File: src/rtl/mem_access_stage.sv
// ---------------------------------------------------------------------------
// mem_access_stage
//
// Memory-access stage controller for the 16-bit five-stage pipeline. It sits
// between the EX/MEM and MEM/WB registers. A load or store in the EX/MEM slot
// becomes a registered req/ack transaction on the data-memory port. While the
// access is outstanding, the upstream pipeline is stalled. Load data goes to
// MEM/WB together with a one-cycle valid strobe.
//
// Optional feature (compile-time macro MEM_TIMEOUT_EN):
//   When defined, an access that stays BUSY for TIMEOUT cycles without an
//   ack is aborted. The sticky mem_err flag is raised. An aborted load
//   returns 16'hDEAD with a valid strobe. When undefined, BUSY waits
//   indefinitely and mem_err is tied low.
//
// Parameters:
//   DATA_W   data and address width
//   TIMEOUT  BUSY cycles without ack before abort (MEM_TIMEOUT_EN only)
//
// Ports:
//   clk, rst_n       clock (rising edge), asynchronous active-low reset
//   valid_in         EX/MEM slot holds a live instruction
//   mem_read_in      instruction is a load
//   mem_write_in     instruction is a store (wins over a read)
//   addr_in          effective address
//   wdata_in         store data
//   dmem_req         registered memory request
//   dmem_we          registered write enable (1 = write)
//   dmem_addr        latched address
//   dmem_wdata       latched store data
//   dmem_ack         memory completes the request this cycle
//   dmem_rdata       read data, valid with dmem_ack on a read
//   stall            combinational hold for PC, IF/ID, ID/EX, EX/MEM
//   rdata_out        captured load data for MEM/WB
//   rdata_valid      one-cycle strobe, rdata_out was updated
//   mem_err          sticky timeout error flag
// ---------------------------------------------------------------------------
module mem_access_stage #(
    parameter int DATA_W  = 16,
    parameter int TIMEOUT = 255
) (
    input  logic              clk,
    input  logic              rst_n,
    input  logic              valid_in,
    input  logic              mem_read_in,
    input  logic              mem_write_in,
    input  logic [DATA_W-1:0] addr_in,
    input  logic [DATA_W-1:0] wdata_in,
    output logic              dmem_req,
    output logic              dmem_we,
    output logic [DATA_W-1:0] dmem_addr,
    output logic [DATA_W-1:0] dmem_wdata,
    input  logic              dmem_ack,
    input  logic [DATA_W-1:0] dmem_rdata,
    output logic              stall,
    output logic [DATA_W-1:0] rdata_out,
    output logic              rdata_valid,
    output logic              mem_err
);

    localparam logic ST_IDLE = 1'b0;
    localparam logic ST_BUSY = 1'b1;

    logic state;
    logic start;
    logic busy;
    logic abort;

    assign start = valid_in & (mem_read_in | mem_write_in);
    assign busy  = (state == ST_BUSY);

`ifdef MEM_TIMEOUT_EN
    localparam int CNT_W = ($clog2(TIMEOUT + 1) > 8) ? $clog2(TIMEOUT + 1) : 8;
    // The counter holds (BUSY cycles elapsed - 1). The abort therefore fires
    // on the edge that ends the TIMEOUT-th un-acked BUSY cycle.
    localparam logic [CNT_W-1:0]  CNT_LAST   = CNT_W'(TIMEOUT - 1);
    localparam logic [DATA_W-1:0] ABORT_DATA = DATA_W'(16'hDEAD);

    logic [CNT_W-1:0] wait_cnt;
    logic             err_flag;

    // An ack in the same cycle takes priority over the timeout.
    assign abort   = busy & ~dmem_ack & (wait_cnt == CNT_LAST);
    assign mem_err = err_flag;
`else
    assign abort   = 1'b0;
    assign mem_err = 1'b0;
`endif

    // Upstream may advance in the ack cycle and in the abort cycle.
    assign stall = (~busy & start) | (busy & ~dmem_ack & ~abort);

    always_ff @(posedge clk or negedge rst_n) begin
        if (!rst_n) begin
            state       <= ST_IDLE;
            dmem_req    <= 1'b0;
            dmem_we     <= 1'b0;
            dmem_addr   <= '0;
            dmem_wdata  <= '0;
            rdata_out   <= '0;
            rdata_valid <= 1'b0;
`ifdef MEM_TIMEOUT_EN
            wait_cnt    <= '0;
            err_flag    <= 1'b0;
`endif
        end else begin
            rdata_valid <= 1'b0;
            if (!busy) begin
                // A stray ack while IDLE is deliberately ignored.
                if (start) begin
                    state      <= ST_BUSY;
                    dmem_req   <= 1'b1;
                    // Read+write together is treated as a write.
                    dmem_we    <= mem_write_in;
                    dmem_addr  <= addr_in;
                    dmem_wdata <= wdata_in;
`ifdef MEM_TIMEOUT_EN
                    wait_cnt   <= '0;
`endif
                end
            end else begin
                // Request fields stay frozen while BUSY. Upstream inputs
                // are ignored until the access completes.
                if (dmem_ack) begin
                    state    <= ST_IDLE;
                    dmem_req <= 1'b0;
                    if (!dmem_we) begin
                        rdata_out   <= dmem_rdata;
                        rdata_valid <= 1'b1;
                    end
                end
`ifdef MEM_TIMEOUT_EN
                else if (abort) begin
                    state    <= ST_IDLE;
                    dmem_req <= 1'b0;
                    err_flag <= 1'b1;
                    if (!dmem_we) begin
                        rdata_out   <= ABORT_DATA;
                        rdata_valid <= 1'b1;
                    end
                end else begin
                    wait_cnt <= wait_cnt + 1'b1;
                end
`endif
            end
        end
    end

endmodule
File: config.mk
export PLATFORM = sky130hd
export DESIGN_NAME = mem_access_stage
export DESIGN_NICKNAME = d
export VERILOG_FILES = /design/src/rtl/mem_access_stage.sv
export SDC_FILE = /design/constraint.sdc
export NUM_CORES = 1
export LEC_CHECK = 0
export CORE_AREA = 2 2 75 77
export DETAILED_ROUTE_END_ITERATION = 16
export DIE_AREA = 0 0 77 79
export PLACE_DENSITY = 0.78
export REMOVE_ABC_BUFFERS = 1
export SLEW_MARGIN = 20
export SYNTH_ARGS = -nofsm -noshare
export SYNTH_HDL_FRONTEND = slang
export SYNTH_SLANG_ARGS = --single-unit
File: constraint.sdc
create_clock -name clk -period 1.99 [get_ports clk]
set_input_delay 0.398 -clock clk [delete_from_list [all_inputs] [get_ports clk]]
set_output_delay 0.398 -clock clk [all_outputs]
set_load 0.005 [all_outputs]
==> flow_metrics.tcl <==
set metrics [dict create \
    status "completed" \
    synth_simple_gate_area_share_pct 0.9981 \
    rsz0062_at_grt "false" \
    placed_area_um2 3129 \
    wirelength_mm 4.467 \
    grt-ovfl-total 0 \
    diodes 0 \
    cp_slowest_cell "clkdlybuf4s50_1" \
    layout_commonest_cell "clkdlybuf4s50_1" \
    grt_usage_pct 16.34 \
    synthXorXnorAreaFrac_pct 0 \
    slew_headroom_pct 64.52 \
    setup_viol 0 \
    portBuffers 105 \
    cts_tree "done" \
    min-delay-path-class "in -> async" \
    hold_violations 0 \
    pwr-share-seq_pct 43.7 \
    dp_hpwl_mm 3.302 \
    place_ws_ps -164.7 \
    final_cell_area_um2 3238 \
    critPathRequiredTime_ps 1590 \
    power_switching_uw 838.2 \
    critPathCaptureType "primary output" \
    clkPwrFrac_pct 20.1 \
    dr_total_vias 1352 \
    critPathTopFamily "buffers and inverters" \
    nets 281 \
    worst_slew_pin_slew_ps 532.2 \
    fmax_mhz 535.6 \
    total_leakage_power_uw 0.001388 \
    critPathLaunch "valid_in" \
    rows 27 \
    p_comb_share_pct 36.3 \
    post_drt_wl_per_cell_um 14.89 \
    synth_adder_area_share_pct 0 \
    yosysSeqAreaShare_pct 64.88 \
    drtPass1Iterations 2 \
    cts_max_level 2 \
    critical_path.cell_chain "clkdlybuf4s50_1 -> nor2b_2 -> o21a_1 -> a21o_1 -> dlygate4sd2_1" \
    fin_crit_sh_pct 93.82 \
    synth_compound_area_share_pct 1.560 \
    min_period_ps 1867 \
    syn_avg_cell_area_um2 17.00 \
    core_area_um2 5338 \
    critical_path.max_stage_delay_ps 390 \
    slew_violations 0 \
    critPathMaxFanout 2 \
    die_area_um2 6083 \
    peakVddDrop_v 0.0005964 \
    cp_num_buf_inv 2 \
    grt_pass1_wl_mm 7.562 \
    initial_utilization_pct 37.58 \
    fin_ws_ps 122.9 \
    antenna_found_initial 0 \
    drtIter0Drc 42 \
    grt_start_max_net_pins 34 \
    fillers 454 \
    drv_cap 0 \
    ant_nets 0 \
    synthMuxAreaShare_pct 28.63 \
    drive_gt1_share_pct 26.75 \
    grt_pass1_vias 1453 \
    cts_buffer_depth 2 \
    powerDensity_nw_per_um2 1091 \
    final_cell_mix "clkdlybuf4s50_1 (103), dfrtp_1 (52), mux2_2 (39), mux2_4 (9), clkbuf_8 (5)" \
    drcViolationCount 0 \
    power.share.switching_pct 23.73 \
    p_int_uw 2693 \
    gp_congestion 0.7658 \
    p_total_uw 3531 \
    fin_tns_setup_ps 0 \
    yosysUniqueCellTypes 13 \
    viasPerCell 4.507 \
    cts_buffers 5 \
    finClkSkew_ps 3.976 \
    yosys_warnings 0 \
    clock_sinks 52 \
    die_y_um 79 \
    path_clk_slew_ps 90 \
    timing.rr.start "busy" \
    die_w_um 77 \
    syn2layout_area_growth_pct 61.45 \
    final_util_pct 60.67 \
    worstPathArrival_ps 1470 \
    netlist_instances 118 \
    ys_seq_elements 52 \
    worst-setup-path-type "in -> out" \
    cts_root_buf "clkbuf_8" \
    crit_path_start_kind "primary input" \
    clkLatencyLatePin_ps 300 \
    syn_area_um2 2006 \
    io-pin-count 107 \
    post_cts_buffers 0 \
    synth_top_family_by_area "multiplexers" \
]
## repair_timing
action                                  CTS  global route
hold buffers                              0             0
endpoints found under the setup margin    1             0
gates resized for setup                   2             0
## kinds of logic after synthesis
family                 count (synthesis)
other                                  1
buffers and inverters                  9
multiplexers                          48
flip-flops                            52
AO/OA/AOI/OAI                          4
AND/OR/NAND/NOR                        4
## synthesized netlist by cell type
master   count  area share, %
nand2_1      2           0.37
o21a_1       2           0.75
mux2_2      39             22
dfrtp_1     52             65
nor2b_1      1           0.31
a21o_1       1           0.37
or2_1        1           0.31
a22o_1       1           0.44
buf_6        4            2.2
mux2_4       9            6.7
conb_1       1           0.19
inv_1        2           0.37
buf_4        3            1.1
## per-layer routing
layer | GRT usage [%] | share of wire [%] | up-vias
li1 | - | - | 619
met3 | 6.250 | 7.4 | 10
met4 | 6.250 | 2.3 | 0
met1 | 18.69 | 39 | 663
met2 | 27.89 | 51 | 60
met5 | 0 | 0 | -
## sequential cells by signal, indices dropped and copies added, names as in the netlist
register / flops
dmem_req: 1
rdata_out: 16
dmem_addr: 16
dmem_we: 1
rdata_valid: 1
dmem_wdata: 16
busy: 1
## layout make-up
type | count | area, um2 | share of cell area (%)
Multi-Input combinational cell | 57 | 631.9 | 19.51
Inverter | 2 | 7.507 | 0.2318
Clock inverter | 2 | 35.03 | 1.082
Clock buffer | 6 | 72.57 | 2.241
Sequential cell | 52 | 1301 | 40.19
Timing Repair Buffer | 109 | 1100 | 33.96
Tap cell | 72 | 90.09 | 2.782
## path summary, 6_finish.rpt
kind | end | slack [ps] | cells past startpoint
worst max-delay path | stall | 120 | 5
worst min-delay path | dmem_addr[2] | 60 | 1
worst max register to register | dmem_addr[0] | 400 | 4
worst min register to register | dmem_req | 500 | 1
max in group asynchronous | dmem_addr[4] | 1380 | 2
min in group clk | dmem_req | 500 | 1
## stage by stage
stage / hold slack [ps] / std cells
finish: 61.60 / 300
detailed placement: 407.5 / 292
floorplan: 102.4 / 111
global placement: 404.6 / 292
global route: 88.83 / 300
CTS: 69.66 / 300
## power by group through the flow
stage                     logic (uW)  registers, uW  clock network (uW)
after floorplan                  389           1580                   0
after global placement          1290           1550                   0
after detailed placement        1300           1560                   0
after CTS                       1300           1540                 739
after global routing            1360           1590                 784
final                           1280           1540                 709
Note: power is estimated with default switching activity, not from simulation.
